[src/rtl/bus_uart_tx.sv]
// Memory-mapped 8N1 UART transmitter on the core data bus.
// Register window (word offsets): 0 TXDATA, 1 STATUS, 2 DIVISOR, 3 reserved.
module bus_uart_tx #(
  parameter logic [31:0] BASE_ADDR   = 32'h0000_1000,
  parameter int          FIFO_DEPTH  = 4,
  parameter logic [15:0] DEFAULT_DIV = 16'd4
) (
  input  logic        clock,
  input  logic        reset,
  input  logic [31:0] bus_address,
  input  logic [31:0] bus_write_data,
  output logic [31:0] bus_read_data,
  input  logic        bus_write,
  input  logic        bus_read,
  output logic        sel,
  output logic        tx
);

  localparam int AW = $clog2(FIFO_DEPTH);
  localparam int PW = AW + 1;

  typedef enum logic [1:0] {IDLE, START, DATA, STOP} state_t;

  state_t        state, state_nxt;
  logic [7:0]    mem [FIFO_DEPTH];
  logic [PW-1:0] wr_ptr, rd_ptr, count;
  logic          empty, full, overflow;
  logic [15:0]   div, cur_div, baud;
  logic [7:0]    shift;
  logic [2:0]    bit_cnt;
  logic          pop, push, bit_end, tx_nxt;
  logic [1:0]    offset;
  logic          wr_txdata, wr_status, wr_div;

  assign sel     = (bus_address[31:4] == BASE_ADDR[31:4]);
  assign offset  = bus_address[3:2];

  assign wr_txdata = sel & bus_write & (offset == 2'd0);
  assign wr_status = sel & bus_write & (offset == 2'd1);
  assign wr_div    = sel & bus_write & (offset == 2'd2);

  // Extra pointer bit distinguishes full from empty; count wraps naturally.
  assign count   = wr_ptr - rd_ptr;
  assign empty   = (count == '0);
  assign full    = (count == PW'(FIFO_DEPTH));
  // A pop only happens on a non-empty FIFO, so a full FIFO can accept a push
  // in the same cycle it pops.
  assign push    = wr_txdata & (~full | pop);
  assign bit_end = (state != IDLE) && (baud == 16'd0);

  // Combinational load data; zero when not addressed so it can be ORed with ram.
  always_comb begin
    bus_read_data = 32'h0;
    if (sel && bus_read) begin
      case (offset)
        2'd1:    bus_read_data = {16'h0, {(8-PW){1'b0}}, count, 4'h0,
                                  overflow, empty, full, (state != IDLE)};
        2'd2:    bus_read_data = {16'h0, div};
        default: bus_read_data = 32'h0;
      endcase
    end
  end

  // FIFO storage, pointers, sticky overflow and divisor register.
  always_ff @(posedge clock) begin
    if (reset) begin
      wr_ptr   <= '0;
      rd_ptr   <= '0;
      overflow <= 1'b0;
      div      <= DEFAULT_DIV;
    end else begin
      if (push) begin
        mem[wr_ptr[AW-1:0]] <= bus_write_data[7:0];
        wr_ptr <= wr_ptr + 1'b1;
      end
      if (pop) rd_ptr <= rd_ptr + 1'b1;
      if (wr_txdata && full && !pop) overflow <= 1'b1;
      else if (wr_status)            overflow <= 1'b0;
      // A zero divisor would never end a bit; treat it as one clock per bit.
      if (wr_div) div <= (bus_write_data[15:0] == 16'd0) ? 16'd1 : bus_write_data[15:0];
    end
  end

  // Serializer state register and registered line output.
  always_ff @(posedge clock) begin
    if (reset) begin
      state <= IDLE;
      tx    <= 1'b1;
    end else begin
      state <= state_nxt;
      tx    <= tx_nxt;
    end
  end

  // Next state, FIFO pop and next line level.
  always_comb begin
    state_nxt = state;
    pop       = 1'b0;
    tx_nxt    = tx;
    case (state)
      IDLE: if (!empty) begin
        pop       = 1'b1;
        state_nxt = START;
        tx_nxt    = 1'b0;
      end
      START: if (bit_end) begin
        state_nxt = DATA;
        tx_nxt    = shift[0];
      end
      DATA: if (bit_end) begin
        if (bit_cnt == 3'd7) begin
          state_nxt = STOP;
          tx_nxt    = 1'b1;
        end else begin
          tx_nxt    = shift[1];
        end
      end
      STOP: if (bit_end) begin
        if (!empty) begin
          pop       = 1'b1;
          state_nxt = START;
          tx_nxt    = 1'b0;
        end else begin
          state_nxt = IDLE;
          tx_nxt    = 1'b1;
        end
      end
      default: state_nxt = IDLE;
    endcase
  end

  // Shift register, bit counter and baud counter; divisor frozen per frame.
  always_ff @(posedge clock) begin
    if (reset) begin
      shift   <= 8'h0;
      bit_cnt <= 3'd0;
      baud    <= 16'd0;
      cur_div <= DEFAULT_DIV;
    end else if (pop) begin
      shift   <= mem[rd_ptr[AW-1:0]];
      cur_div <= div;
      bit_cnt <= 3'd0;
      baud    <= div - 16'd1;
    end else if (state != IDLE) begin
      if (bit_end) begin
        baud <= cur_div - 16'd1;
        if (state == DATA) begin
          shift   <= shift >> 1;
          bit_cnt <= bit_cnt + 3'd1;
        end
      end else begin
        baud <= baud - 16'd1;
      end
    end
  end

endmodule

[config.mk]
export PLATFORM = sky130hd
export DESIGN_NAME = bus_uart_tx
export DESIGN_NICKNAME = d
export VERILOG_FILES = /design/src/rtl/bus_uart_tx.sv
export SDC_FILE = /design/constraint.sdc
export NUM_CORES = 1
export LEC_CHECK = 0
export BUFFER_PORTS_ARGS = -buffer_cell sky130_fd_sc_hd__buf_2
export CORE_ASPECT_RATIO = 0.75
export CORE_UTILIZATION = 39
export CTS_CLUSTER_DIAMETER = 80
export CTS_CLUSTER_SIZE = 24
export DETAILED_ROUTE_END_ITERATION = 10
export SYNTH_ARGS = -nofsm -noshare
export SYNTH_HDL_FRONTEND = slang
export SYNTH_SLANG_ARGS = --single-unit
[constraint.sdc]
create_clock -name clock -period 12.91 [get_ports clock]
set_input_delay 1.9365 -clock clock [delete_from_list [all_inputs] [get_ports clock]]
set_output_delay 1.9365 -clock clock [all_outputs]
set_load 0.1 [all_outputs]
==> results of run 1 <==
-- cell type report --
class,count,area [um^2],area share [%]
multi-input combinational,415,2770,45.5
sequential,103,2380,39.1
timing repair buffer,72,373,6.12
clock buffer,11,264,4.33
tap,171,214,3.51
inverter,13,48.8,0.801
clock inverter,5,40.0,0.657
-- per-stage QoR --
stage | cell area (um^2) | utilization, %
after detailed placement | 5790 | 43.6
after floorplan | 5500 | -
after global routing | 6090 | 45.9
after CTS | 6090 | 45.9
after global placement | 5790 | 43.6
final | 6090 | 45.9
-- placed cells by master (no fill, tap or decap), drive strengths merged, types with 3 or more instances in the layout --
cell | synthesis | final
and3 | 8 | 8
ha | 17 | 17
or4 | 3 | 3
or2 | 3 | 3
conb | 1 | 16
dfxtp | 71 | 71
xnor2 | 5 | 5
nor3 | 19 | 19
buf | 36 | 72
nand4 | 4 | 4
nand3 | 25 | 25
o21ai | 17 | 17
nand2 | 53 | 53
mux4 | 8 | 8
o31ai | 5 | 5
o21a | 4 | 4
a21o | 3 | 3
nor2 | 68 | 68
a22oi | 8 | 8
a311oi | 14 | 14
or3 | 3 | 3
nor4 | 12 | 12
o211ai | 4 | 4
inv | 13 | 15
and2 | 11 | 11
edfxtp | 32 | 32
clkbuf | 16 | 11
a21oi | 35 | 35
xor2 | 6 | 6
a211oi | 12 | 12
mux2i | 18 | 18
-- sequential cells by signal, indices dropped and copies added (netlist names), named ones only --
signal / flops
baud: 16
bit_cnt: 3
cur_div: 16
div: 16
mem: 32
overflow: 1
rd_ptr: 3
shift: 8
state: 2
tx: 1
wr_ptr: 3
-- kinds of logic after synthesis --
logic type      after synthesis
other cells                   1
compound gates              127
flops                       103
fa+ha+maj                    18
buf+inv                      65
xor+xnor                     12
simple gates                216
mux                          26
-- how the worst min path moves through the flow --
stage | startpoint | end | slack, ns
2_1_floorplan | overflow | overflow | 0.44
4_1_cts | cur_div[14] | cur_div[14] | 0.46
5_1_grt | overflow | overflow | 0.48
3_5_place_dp | cur_div[14] | cur_div[14] | 0.45
3_3_place_gp | overflow | overflow | 0.44
6_report | cur_div[14] | cur_div[14] | 0.46
-- layer usage --
| metal | vias to the layer above | track usage (%) | share of wire (%) | routed length [um] |
|---|---|---|---|---|
| met2 | 205 | 29.2 | 42 | 6010 |
| met3 | 23 | 4.33 | 8.3 | 1180 |
| met1 | 2141 | 29.3 | 48 | 6830 |
| met4 | 0 | 7.87 | 1.9 | 271 |
| li1 | 2156 | - | - | - |
| met5 | - | 0 | 0 | 0 |
-- where the power goes --
group | switching [mW] | internal (mW)
clock | 0.126 | 0.149
sequential | 0.0472 | 0.372
combinational | 0.463 | 0.238
total | 0.636 | 0.759
-- worst max-delay path: stages --
cell,delay (ns)
sky130_fd_sc_hd__buf_2,0.09
sky130_fd_sc_hd__nor4b_1,0.35
sky130_fd_sc_hd__nand4_1,0.14
sky130_fd_sc_hd__nor2_1,0.27
sky130_fd_sc_hd__and3_1,0.45
sky130_fd_sc_hd__and2_1,0.21
sky130_fd_sc_hd__buf_2,0.43
==> PnR_summary.wiki, run 1 <==
{| class="wikitable"
! Metric !! Value
|-
| Clock transition at the registers of the reported paths || around 0.07 ns
|-
| Count of flip-flops with a built-in enable after synthesis || 32
|-
| Element type at the critical path start || input port
|-
| Number of search-and-repair iterations in the first detailed-routing pass || 8
|-
| X dimension of the die || about 140 um
|-
| Ranking of synthesized cells by area || sky130_fd_sc_hd__dfxtp_1, sky130_fd_sc_hd__edfxtp_1, sky130_fd_sc_hd__nor2_1, sky130_fd_sc_hd__ha_1, sky130_fd_sc_hd__nand2_1
|-
| Fraction of final layout cells with drive strength greater than 1 || 18.9%
|-
| Num rows || 36
|-
| Arithmetic-cell share of the synthesized area counting full adders, half adders and majority gates || 4.27%
|-
| Buffer count from post-CTS setup fixing || 0
|-
| Resized Gates After CTS || 0
|-
| Static leakage || 2.29 nW
|-
| Multiplexer share of the synthesized area || about 6.6%
|-
| Final Hold Violating Endpoints || 0
|-
| Initial Utilization || 41.0%
|-
| Cell depth of the worst hold path || 2
|-
| Warnings, synthesis || 0
|-
| Wire length of the first global-routing pass || around 23000 um
|-
| Critical path destination || bus_read_data[4]
|-
| Portion of synthesized cell area occupied by the leading cell type || a little over a quarter
|-
| Share of the yosys chip area belonging to registers || a little over two fifths
|-
| Number of placed instances, taps included || 774
|-
| Violations in the final reports || DRC
|-
| Complex-gate fraction of the synthesized area || 16.6%
|-
| Boundary pin count || 102
|-
| Minimum clock period after layout || 5.82 ns
|-
| Number of design rule violations left after detail routing || 6
|-
| Maximum number of buffers from clock root to sink || 2
|-
| Aggregate global routing overflow || 0
|-
| Leading cell type by number of instances after synthesis || sky130_fd_sc_hd__dfxtp_1
|-
| Setup slack of the worst register-to-register path || just over 8 ns
|-
| Setup-violating endpoint count in the final report || 0
|-
| RSZ-0062 raised after global routing || false
|-
| Async S/R FF share, synth || 0%
|-
| Type of the worst setup path || in2out
|-
| Global-route usage over all layers || 20.3%
|-
| Pin slew with the least headroom to its limit || 1.06 ns
|-
| CTS buffer count || 9
|-
| Distinct cells, synth || 73
|-
| Sum of internal, switching and leakage power || 1.39 mW
|-
| Largest net degree at the start of global routing || 68
|-
| Largest area contributor in the synthesized netlist || sky130_fd_sc_hd__dfxtp_1
|-
| FMAX || 172 MHz
|-
| Main combinational cell family by area after synthesis || simple AND/OR/NAND/NOR gates
|-
| Post-Syn Instances || 568
|-
| Total number of H-tree levels || 3
|-
| Layout overhead on the synthesized area || 11.9%
|-
| Post-CTS Hold Buffers || 0
|-
| Slew HR || between 20% and 30%
|-
| Critical Path RT || 10.97 ns
|-
| Post-placement setup slack || 7.08 ns
|-
| Highest net fanout along the worst path || 9
|-
| Initial antenna violation count || 0
|-
| Max_cap viols || 0
|-
| Fill cell count || 1271
|-
| Routed wire length || 14300 um
|-
| Setup TNS || 0 ns
|-
| Max-slew violation count || 0
|-
| Height of the die || 104 um
|-
| Number of port buffers || 67
|-
| Via-per-instance ratio || roughly 5.7
|-
| ANT nets after route || 0
|-
| Die area || 14400 um^2
|-
| Number of global-route vias before repair || 4237
|-
| Fraction of synthesized cell area in xor and xnor cells || 2.23%
|-
| Mean routed wirelength per cell || 18.1 um
|-
| HPWL Detailed || 10200 um
|-
| HP Class || reg2reg
|-
| Max Clock Skew || ~0.0084 ns
|-
| Number of register bits inferred by synthesis || between 100 and 150
|-
| Arrival time reported for the critical path endpoint || 3.88 ns
|-
| Maximum vdd drop || 0.134 mV
|-
| Launch point of the critical path || bus_address[13]
|-
| CTS tree || built
|-
| Top_reg_cell synth || sky130_fd_sc_hd__dfxtp_1
|-
| Period utilisation layout || 45.1%
|-
| Number of clock sinks || 103
|-
| Endpoint of the lowest-slack register-to-register path || baud[12]
|-
| Ant. Diodes || 0
|-
| Simple-gate share of the synthesized area || 20.1%
|-
| Most frequent cells after synthesis || sky130_fd_sc_hd__dfxtp_1, sky130_fd_sc_hd__nor2_1, sky130_fd_sc_hd__nand2_1, sky130_fd_sc_hd__a21oi_1, sky130_fd_sc_hd__edfxtp_1
|-
| Slack of the critical path || 7.09 ns
|-
| Clock insertion delay at the later pin of the skew report || 0.35 ns
|-
| Synthesized area divided by synthesized cell count || 9.58 um^2
|-
| Iteration-0 DRC count of the detailed router || 515
|-
| Worst Reg2Reg Path Length in Cells || 17
|-
| Post-Layout Cell Count || 790
|-
| Outcome || finished with violations
|-
| Fin Hold WS || 0.459 ns
|-
| Worst reg2reg path startpoint || wr_ptr[0]
|-
| Power per standard cell area || between 200 and 250 nW/um^2
|-
| Cell area after synthesis || 5440 um^2
|-
| Core area || 13300 um^2
|-
| Nets || 700
|-
| Kind of capture point of the worst setup path || primary output
|-
| CTS root buffer || sky130_fd_sc_hd__clkbuf_16
|-
| Final weighted congestion in routability-driven placement || roughly 0.85
|-
| Routed vias || 4525
|}
No activity file was read; power rests on OpenSTA's default activity.
==> inputs of run 2 (changes only) <==
clock period = 5.4 ns   (was 12.91 ns; I/O delays follow)
==> run 2 against run 1 <==
Largest power group unchanged. Non-clock buffer count increased by 3. Register-to-register slack got worse by 7.1 ns. Count of clock-buffer cells in the layout decreased by 1. Clock skew decreased by 0.0011 ns. Largest cell class unchanged. The flow still finishes with violations (DRC).
==> PnR_summary.wiki, run 2 (synthesis gave the netlist of run 1 again) <==
{| class="wikitable"
! Metric !! Value
|-
| Outcome || finished with violations
|-
| Violations in the final reports || DRC
|-
| Resized Gates After CTS || 0
|-
| Number of design rule violations left after detail routing || 6
|-
| Initial antenna violation count || 0
|-
| RSZ-0062 raised after global routing || false
|-
| Post-CTS Hold Buffers || 0
|-
| Buffer count from post-CTS setup fixing || 0
|-
| Maximum number of buffers from clock root to sink || 2
|-
| Number of port buffers || 67
|-
| Kind of capture point of the worst setup path || register
|-
| Pin slew with the least headroom to its limit || 1.06 ns
|-
| FMAX || around 230 MHz
|-
| Initial Utilization || 41.0%
|-
| Die area || 14400 um^2
|-
| Worst Min Path Start || overflow
|-
| Height of the die || around 100 um
|-
| Minimum clock period after layout || between 4 and 5 ns
|-
| Nets || ~700
|-
| Post-placement setup slack || 1.06 ns
|-
| Power per standard cell area || 557 nW/um^2
|-
| Critical Path RT || 5.66 ns
|-
| Worst reg2reg path startpoint || wr_ptr[0]
|-
| Clock transition at the registers of the reported paths || 0.08 ns
|-
| Setup slack of the worst register-to-register path || 0.96 ns
|-
| Core area || 13300 um^2
|-
| Element type at the critical path start || register
|-
| Final Hold Violating Endpoints || 0
|-
| Highest-count cells in the layout ignoring fill and taps || sky130_fd_sc_hd__dfxtp_1, sky130_fd_sc_hd__buf_2, sky130_fd_sc_hd__nor2_1, sky130_fd_sc_hd__nand2_1, sky130_fd_sc_hd__a21oi_1
|-
| Largest net degree at the start of global routing || between 60 and 70
|-
| Num rows || 36
|-
| Fraction of final layout cells with drive strength greater than 1 || between 10% and 20%
|-
| Number of placed instances, taps included || 777
|-
| Routed vias || roughly 4600
|-
| CTS buffer count || 9
|-
| Boundary pin count || 102
|-
| ANT nets after route || 0
|-
| Slack of the critical path || about 0.96 ns
|-
| Instance area after placement || slightly below 6000 um^2
|-
| Static leakage || 2.31 nW
|-
| Type of the worst setup path || reg2reg
|-
| Launch point of the critical path || wr_ptr[0]
|-
| Max FFs per register || 32
|-
| Max-slew violation count || 0
|-
| Iteration-0 DRC count of the detailed router || between 300 and 400
|-
| Maximum vdd drop || roughly 0.26 mV
|-
| Most common library cell in the layout ignoring fill and taps || sky130_fd_sc_hd__dfxtp_1
|-
| Sum of internal, switching and leakage power || approximately 3.4 mW
|-
| Mean routed wirelength per cell || 18.0 um
|-
| X dimension of the die || 138 um
|-
| Aggregate global routing overflow || 0
|-
| CTS tree || built
|-
| Number of global-route vias before repair || 4096
|-
| Max_cap viols || 0
|-
| HP Class || reg2reg
|-
| Worst Reg2Reg Path Length in Cells || 19
|-
| Total number of H-tree levels || 3
|-
| Slew HR || 29.0%
|-
| Via-per-instance ratio || 5.77
|-
| CTS root buffer || sky130_fd_sc_hd__clkbuf_16
|-
| Highest net fanout along the worst path || 17
|-
| Number of search-and-repair iterations in the first detailed-routing pass || 8
|-
| Global-route usage over all layers || 20.1%
|-
| Max Clock Skew || 0.00734 ns
|-
| Layout overhead on the synthesized area || 12.9%
|-
| Layout Cell Area excl Fill || 6140 um^2
|-
| Clock insertion delay at the later pin of the skew report || 0.35 ns
|-
| Endpoint of the lowest-slack register-to-register path || baud[12]
|-
| Setup-violating endpoint count in the final report || 0
|-
| Setup TNS || 0 ns
|-
| Routed wire length || approximately 14000 um
|-
| Arrival time reported for the critical path endpoint || 4.69 ns
|-
| Post-Layout Cell Count || 793
|-
| Ant. Diodes || 0
|-
| Period utilisation layout || 82.2%
|-
| Number of clock sinks || 103
|-
| End of the worst hold path || overflow
|-
| Wire length of the first global-routing pass || 22500 um
|-
| Cell depth of the worst hold path || 2
|-
| HPWL Detailed || 10200 um
|-
| Final weighted congestion in routability-driven placement || 0.831
|}
run 2: changes by cell type in the layout (fill, tap and decap cells not counted), sizes merged:
cell and change:
inv +1, bufinv +1, clkbuf -1, clkinv -1, buf +3
run 2: final cells by class:
class,count,area (um^2)
fillers,1261,7140
clock inverters,6,82.6
inverters,13,48.8
multi-input cells,415,2770
well taps,171,214
flip-flops and latches,103,2380
clock buffers,10,250
repair buffers,75,395
run 2: metal layers:
| layer | track usage [%] | wire [um] | vias to the layer above |
|---|---|---|---|
| met3 | 3.82 | 1070 | 21 |
| met4 | 8.03 | 315 | 0 |
| met2 | 27.3 | 5810 | 195 |
| met5 | 0 | 0 | - |
| met1 | 30.7 | 7120 | 2205 |
| li1 | - | - | 2151 |
run 2: report_power, final:
part	internal (mW)	switching (mW)	leakage [nW]	total [mW]
Clock	0.398	0.314	0.160	0.713
Combinational	0.595	1.11	1.29	1.71
Sequential	0.889	0.116	0.866	1.01
Total	1.88	1.54	2.31	3.42
run 2: worst max path at each step:
stage	end	slack (ns)	cells after the start
final	baud[12]	0.96	19
after global routing	baud[14]	0.60	19
after CTS	baud[12]	1.02	19
after detailed placement	baud[12]	1.06	19
after global placement	baud[12]	1.13	19
after floorplan	bus_read_data[0]	0.23	5
run 2: through the flow:
stage	util, %	hold slack, ns
final	46.2	0.461
after global routing	46.2	0.493
after CTS	46.2	0.459
after detailed placement	43.7	0.449
after global placement	43.7	0.442
after floorplan	-	0.436
run 2: critical path: stages (launching register included):
cell and delay [ns]:
sky130_fd_sc_hd__dfxtp_1 0.40, sky130_fd_sc_hd__inv_1 0.11, sky130_fd_sc_hd__ha_1 0.22, sky130_fd_sc_hd__fa_1 0.37, sky130_fd_sc_hd__xor3_2 0.28, sky130_fd_sc_hd__nor2_4 0.22
sky130_fd_sc_hd__or2_1 0.13, sky130_fd_sc_hd__buf_4 0.23, sky130_fd_sc_hd__nor2_2 0.07, sky130_fd_sc_hd__buf_4 0.21, sky130_fd_sc_hd__nand2_1 0.09, sky130_fd_sc_hd__o21ai_0 0.11
sky130_fd_sc_hd__inv_1 0.08, sky130_fd_sc_hd__ha_1 0.28, sky130_fd_sc_hd__nor4b_1 0.27, sky130_fd_sc_hd__o41ai_1 0.15, sky130_fd_sc_hd__a21oi_1 0.18, sky130_fd_sc_hd__o2bb2ai_1 0.15
sky130_fd_sc_hd__or4_1 0.52, sky130_fd_sc_hd__a311oi_1 0.26
